**config.mk**
```make
export PLATFORM = sky130hd
export DESIGN_NAME = alu_mdu
export DESIGN_NICKNAME = d
export VERILOG_FILES = /design/src/rtl/alu_mdu.sv
export SDC_FILE = /design/constraint.sdc
export NUM_CORES = 2
export LEC_CHECK = 0
export CAP_MARGIN = 20
export CORE_MARGIN = 2
export CORE_UTILIZATION = 52
export CTS_BUF_LIST = sky130_fd_sc_hd__clkbuf_4
export CTS_CLUSTER_SIZE = 10
export DETAILED_ROUTE_END_ITERATION = 16
export PLACE_DENSITY = 0.73
export SLEW_MARGIN = 20
export SYNTH_ARGS = -nofsm -noshare
export SYNTH_HDL_FRONTEND = slang
export SYNTH_SLANG_ARGS = --single-unit
export TNS_END_PERCENT = 20
```
**constraint.sdc**
```tcl
create_clock -name clk -period 22.4 [get_ports clk]
set_input_delay 3.36 -clock clk [delete_from_list [all_inputs] [get_ports clk]]
set_output_delay 3.36 -clock clk [all_outputs]
set_load 0.05 [all_outputs]
```
**src/rtl/alu_mdu.sv**
```systemverilog
// Multi-cycle integer ALU with RV M-extension multiply/divide.
// One op in flight; operands are captured at accept and the result is held until consumed.
// Single-cycle ops (ALU ops, unknown codes, divide by zero/overflow) pass one cycle through
// StMul with the phase bit preset, so kill and timing behave uniformly.
module alu_mdu #(
  parameter int unsigned XLEN    = 32,
  parameter int unsigned SHAMT_W = $clog2(XLEN)
) (
  input  logic            clk,
  input  logic            rst,
  input  logic            in_valid,
  output logic            in_ready,
  input  logic [4:0]      op,
  input  logic [XLEN-1:0] a,
  input  logic [XLEN-1:0] b,
  input  logic            kill,
  output logic            out_valid,
  input  logic            out_ready,
  output logic [XLEN-1:0] result
);

  typedef enum logic [1:0] {StIdle, StMul, StDiv, StHold} state_e;

  state_e              state_q, state_d;
  logic [4:0]          op_q, op_d;
  logic [XLEN-1:0]     a_q, a_d, b_q, b_d;
  logic [2*XLEN-1:0]   prod_q, prod_d;
  logic                ph_q, ph_d;
  logic [XLEN-1:0]     quo_q, quo_d, rem_q, rem_d, dsr_q, dsr_d;
  logic [SHAMT_W-1:0]  cnt_q, cnt_d;
  logic                q_neg_q, q_neg_d, r_neg_q, r_neg_d;
  logic [XLEN-1:0]     result_q, result_d;

  // Accept-time decode of the incoming op.
  logic is_mul_in, is_div_in, div_sgn_in, a_neg_in, b_neg_in, div_special_in;
  assign is_mul_in      = (op[4:2] == 3'b100);
  assign is_div_in      = (op[4:2] == 3'b101);
  assign div_sgn_in     = ~op[0];
  assign a_neg_in       = div_sgn_in & a[XLEN-1];
  assign b_neg_in       = div_sgn_in & b[XLEN-1];
  assign div_special_in = (b == '0) ||
                          (div_sgn_in && (a == {1'b1, {(XLEN-1){1'b0}}}) && (b == {XLEN{1'b1}}));

  // Full-width product from latched operands; sign-extend per op before a 2*XLEN multiply.
  logic              ma_sgn, mb_sgn;
  logic [2*XLEN-1:0] ma, mb, prod_full;
  assign ma_sgn    = (op_q == 5'd17) || (op_q == 5'd18);
  assign mb_sgn    = (op_q == 5'd17);
  assign ma        = {{XLEN{ma_sgn & a_q[XLEN-1]}}, a_q};
  assign mb        = {{XLEN{mb_sgn & b_q[XLEN-1]}}, b_q};
  assign prod_full = ma * mb;

  // One restoring-divide step: shift in the next dividend bit, subtract if it fits.
  logic [XLEN:0]   r_sh, r_diff;
  logic            q_bit;
  logic [XLEN-1:0] r_next, q_next, quo_fix, rem_fix;
  assign r_sh    = {rem_q, quo_q[XLEN-1]};
  assign r_diff  = r_sh - {1'b0, dsr_q};
  assign q_bit   = ~r_diff[XLEN];
  assign r_next  = q_bit ? r_diff[XLEN-1:0] : r_sh[XLEN-1:0];
  assign q_next  = {quo_q[XLEN-2:0], q_bit};
  assign quo_fix = q_neg_q ? -q_next : q_next;
  assign rem_fix = r_neg_q ? -r_next : r_next;

  // Result select for everything that finishes through StMul.
  logic [SHAMT_W-1:0] shamt;
  logic [XLEN-1:0]    exec_res;
  assign shamt = b_q[SHAMT_W-1:0];
  always_comb begin
    exec_res = '0;
    case (op_q)
      5'd0:    exec_res = a_q + b_q;
      5'd1:    exec_res = a_q - b_q;
      5'd2:    exec_res = a_q << shamt;
      5'd3:    exec_res = {{(XLEN-1){1'b0}}, ($signed(a_q) < $signed(b_q))};
      5'd4:    exec_res = {{(XLEN-1){1'b0}}, (a_q < b_q)};
      5'd5:    exec_res = a_q ^ b_q;
      5'd6:    exec_res = a_q >> shamt;
      5'd7:    exec_res = $unsigned($signed(a_q) >>> shamt);
      5'd8:    exec_res = a_q | b_q;
      5'd9:    exec_res = a_q & b_q;
      5'd16:   exec_res = prod_q[XLEN-1:0];
      5'd17, 5'd18, 5'd19: exec_res = prod_q[2*XLEN-1:XLEN];
      // Only divide-by-zero and signed overflow reach here.
      5'd20, 5'd21, 5'd22, 5'd23: begin
        if (b_q == '0) exec_res = op_q[1] ? a_q : {XLEN{1'b1}};
        else           exec_res = op_q[1] ? '0  : a_q;
      end
      default: exec_res = '0;
    endcase
  end

  // Next-state logic for the FSM and datapath registers.
  always_comb begin
    state_d  = state_q;
    op_d     = op_q;
    a_d      = a_q;
    b_d      = b_q;
    prod_d   = prod_q;
    ph_d     = ph_q;
    quo_d    = quo_q;
    rem_d    = rem_q;
    dsr_d    = dsr_q;
    cnt_d    = cnt_q;
    q_neg_d  = q_neg_q;
    r_neg_d  = r_neg_q;
    result_d = result_q;
    unique case (state_q)
      StIdle: begin
        if (in_valid) begin
          op_d = op;
          a_d  = a;
          b_d  = b;
          if (is_div_in && !div_special_in) begin
            state_d = StDiv;
            quo_d   = a_neg_in ? -a : a;
            dsr_d   = b_neg_in ? -b : b;
            rem_d   = '0;
            cnt_d   = '0;
            q_neg_d = a_neg_in ^ b_neg_in;
            r_neg_d = a_neg_in;
          end else begin
            state_d = StMul;
            ph_d    = ~is_mul_in;
          end
        end
      end
      StMul: begin
        if (kill) begin
          state_d = StIdle;
        end else if (!ph_q) begin
          prod_d = prod_full;
          ph_d   = 1'b1;
        end else begin
          result_d = exec_res;
          state_d  = StHold;
        end
      end
      StDiv: begin
        if (kill) begin
          state_d = StIdle;
        end else begin
          quo_d = q_next;
          rem_d = r_next;
          cnt_d = cnt_q + 1'b1;
          if (cnt_q == SHAMT_W'(XLEN - 1)) begin
            result_d = op_q[1] ? rem_fix : quo_fix;
            state_d  = StHold;
          end
        end
      end
      StHold: begin
        if (out_ready) state_d = StIdle;
      end
      default: state_d = StIdle;
    endcase
  end

  // State register with synchronous reset.
  always_ff @(posedge clk) begin
    if (rst) begin
      state_q  <= StIdle;
      op_q     <= '0;
      a_q      <= '0;
      b_q      <= '0;
      prod_q   <= '0;
      ph_q     <= 1'b0;
      quo_q    <= '0;
      rem_q    <= '0;
      dsr_q    <= '0;
      cnt_q    <= '0;
      q_neg_q  <= 1'b0;
      r_neg_q  <= 1'b0;
      result_q <= '0;
    end else begin
      state_q  <= state_d;
      op_q     <= op_d;
      a_q      <= a_d;
      b_q      <= b_d;
      prod_q   <= prod_d;
      ph_q     <= ph_d;
      quo_q    <= quo_d;
      rem_q    <= rem_d;
      dsr_q    <= dsr_d;
      cnt_q    <= cnt_d;
      q_neg_q  <= q_neg_d;
      r_neg_q  <= r_neg_d;
      result_q <= result_d;
    end
  end

  assign in_ready  = (state_q == StIdle) && !rst;
  assign out_valid = (state_q == StHold);
  assign result    = result_q;

endmodule

```
==> results_dict.tcl <==
set metrics [dict create \
    finalCritPeriodShare 0.495 \
    end_kind "flop" \
    die_w_um 350 \
    hp-class "flop to flop" \
    path_class "flop to flop" \
    rows 126 \
    die_area_um2 122000 \
    dpl_cell_area_um2 64600 \
    rsz0062_at_grt "false" \
    yosysMostFrequentCell "inv_1" \
    cp.required_ns 23.15 \
    coreArea_um2 118000 \
    wl_mm 258 \
    hold_violations 0 \
    drive_above_1_share 0.0535 \
    min_period_ns 11.09 \
    setup_viol 0 \
    grt_max_degree 93 \
    cts_hold_buffers 0 \
    worst_pin_slew_ns 1.29 \
    nets 9142 \
    grt_pass1_wl_mm 380 \
    synth_top_area_cell "fa_1" \
    grt_pass1_vias 57900 \
    rr_worst_depth 32 \
    cts.sinks 271 \
    crit_fanout 34 \
    dp.cells 9106 \
    path_delay_family "adder cells" \
    post_cts.repair.setup_buffers 0 \
    grt-ovfl-total 0 \
    port_buffers 107 \
    vias 58600 \
    crit_top_cell "fa_1" \
    synth_async_sr_flop_share 0 \
    post-dp-hpwl_mm 192 \
    antenna_found_initial 21 \
    synthFlopType "dfxtp_1" \
    p_leak_nw 28.4 \
    cts_made_buffers 78 \
    synth_seq_area_share 0.0873 \
    yosysWarnings 0 \
    clock_skew_ns 0.0799 \
    synth-edff-count 0 \
    start_util 0.525 \
    dp_slack_ns 11.56 \
    cap_violations 0 \
    slowest_stage "fa_1" \
    io_pins 108 \
    p_per_area_nw_per_um2 83.6 \
    finish.instance_area_um2 65600 \
    syn_area_um2 62200 \
    cp_num_cells 32 \
    critPathArrivalTime_ns 11.85 \
    avgSynthCellArea_um2 8.03 \
    r2r_setup_slack_ns 11.31 \
    synth_common_cells "inv_1, nand2_1, fa_1" \
    synth_top_area_share 0.363 \
    critPathLaunch "op_q[4]$_SDFFE_PP0P_" \
    viasPerCell 6.33 \
    instances_no_fill 9257 \
    grt.total_usage 0.424 \
    status "finished clean" \
    vdd_drop_max_v 0.000107 \
    reg2reg_to "prod_q[60]$_SDFFE_PP0P_" \
    cts_buffer_depth 3 \
    start_kind "flop" \
    critical_path.max_stage_delay_ns 0.86 \
    drt_pass1_iterations 10 \
    cp.buffers_inverters 7 \
    drtIter0Drc 8111 \
    syn-num-nets 9298 \
    synth.area.top_cells "fa_1, dfxtp_1, inv_1, nand2_1, ha_1" \
    wl_per_cell_um 27.9 \
    drv_slew 0 \
    worst_slack_ns 11.31 \
    drt.antenna.violating_nets 0 \
    place_congestion 1.10 \
    fmax_ghz 0.0902 \
    cts_tree "yes" \
    die_h_um 350 \
    ys_ff_latch 271 \
    clockRootBuffer "clkbuf_4" \
    clk_latency_ns 0.98 \
    min_from "b_q[26]$_SDFFE_PP0P_" \
    netlist_instances 7744 \
    cts_resized 0 \
    worstReg2RegStart "op_q[4]$_SDFFE_PP0P_" \
    holdPathEnd "b_q[26]$_SDFFE_PP0P_" \
    h-tree-depth 3 \
    min_path_cells 2 \
    yosysUniqueCellTypes 97 \
    fin_tns_setup_ns 0 \
    syn_to_final_growth_pct 5.56 \
    drc 0 \
    slew_headroom 0.131 \
    clkTransAtPathRegs_ns 0.07 \
]
cells by family after synthesis:
logic type,Yosys count,synth area share
simple gates,2475,0.166
buf+inv,1850,0.112
fa+ha+maj,1494,0.436
compound gates,1322,0.138
flops,271,0.0873
xor+xnor,212,0.0299
mux,120,0.0302
worst register-to-register path: cells and delay by family, from the launching register on:
family | cells | cell delay (ns)
compound gates | 7 | 1.52
xor+xnor | 1 | 0.16
fa+ha+maj | 9 | 5.00
buf+inv | 7 | 1.67
flops | 1 | 0.67
simple gates | 8 | 1.87
layout make-up:
type / count / area (um^2)
antenna: 9 / 22.5
multi-input combinational: 5623 / 49800
fill: 11100 / 52800
sequential: 271 / 5450
inverter: 1352 / 5070
tap: 1600 / 2000
clock inverter: 32 / 185
timing repair buffer: 262 / 2270
clock buffer: 108 / 811
metrics by stage:
stage                     power [mW]  hold slack, ns  utilization
after floorplan                 3.33           0.431            -
after global placement          4.71           0.441        0.545
after detailed placement        4.76           0.447        0.545
after CTS                       5.28           0.457        0.554
after global routing            5.75           0.478        0.554
final                           5.49           0.456        0.554
cell usage in the layout, fill, tap and decap left out, types with 18 or more instances in the layout:
master / Yosys / routed
nor3_1: 109 / 107
a221oi_1: 40 / 40
dfxtp_1: 271 / 261
nand4_1: 25 / 25
nor4_1: 25 / 24
clkbuf_4: 0 / 108
a21oi_1: 455 / 455
o21a_1: 18 / 18
clkinv_1: 5 / 24
a21o_1: 65 / 65
and3_1: 27 / 27
nor2b_1: 19 / 19
o22ai_1: 38 / 38
o211ai_1: 55 / 55
or3_1: 41 / 41
xnor2_1: 125 / 124
mux4_2: 53 / 53
o21ai_0: 207 / 207
nand3_1: 100 / 99
a211oi_1: 73 / 73
inv_1: 1341 / 1340
o21bai_1: 24 / 24
buf_4: 2 / 153
clkdlybuf4s50_1: 0 / 106
nand2_1: 1258 / 1256
o31ai_1: 44 / 44
fa_1: 1128 / 1128
ha_1: 352 / 351
nor2_1: 755 / 751
o221ai_1: 21 / 21
xor2_1: 87 / 87
a22oi_1: 20 / 20
a31oi_1: 66 / 66
nand2b_1: 25 / 24
mux2i_1: 57 / 57
layer usage:
metal / part of all wire / global-route usage / vias to the layer above
met3: 0.13 / 0.132 / 1025
met2: 0.42 / 0.625 / 4167
met4: 0.075 / 0.257 / 18
li1: - / - / 24400
met1: 0.37 / 0.546 / 29000
met5: 0.00051 / 0 / -
power breakdown:
| part | switching [mW] | internal [mW] | total, mW |
|---|---|---|---|
| logic | 3.04 | 1.30 | 4.34 |
| clock network | 0.270 | 0.238 | 0.508 |
| registers | 0.0869 | 0.554 | 0.641 |
| total | 3.40 | 2.09 | 5.49 |
registers in the layout (all words and copies together), names as in the netlist:
name	count
r_neg_q	1
state_q	2
a_q	32
b_q	32
q_neg_q	1
rem_q	32
quo_q	32
cnt_q	5
result	32
dsr_q	32
prod_q	64
op_q	5
ph_q	1
worst max path at each step:
stage                                   end  slack, ns
floorplan           prod_q[60]$_SDFFE_PP0P_      12.94
global placement    prod_q[60]$_SDFFE_PP0P_      11.84
detailed placement  prod_q[60]$_SDFFE_PP0P_      11.56
CTS                 prod_q[60]$_SDFFE_PP0P_      11.47
global route        prod_q[60]$_SDFFE_PP0P_      10.79
finish              prod_q[60]$_SDFFE_PP0P_      11.31
Power figures use the tool's default switching activity.
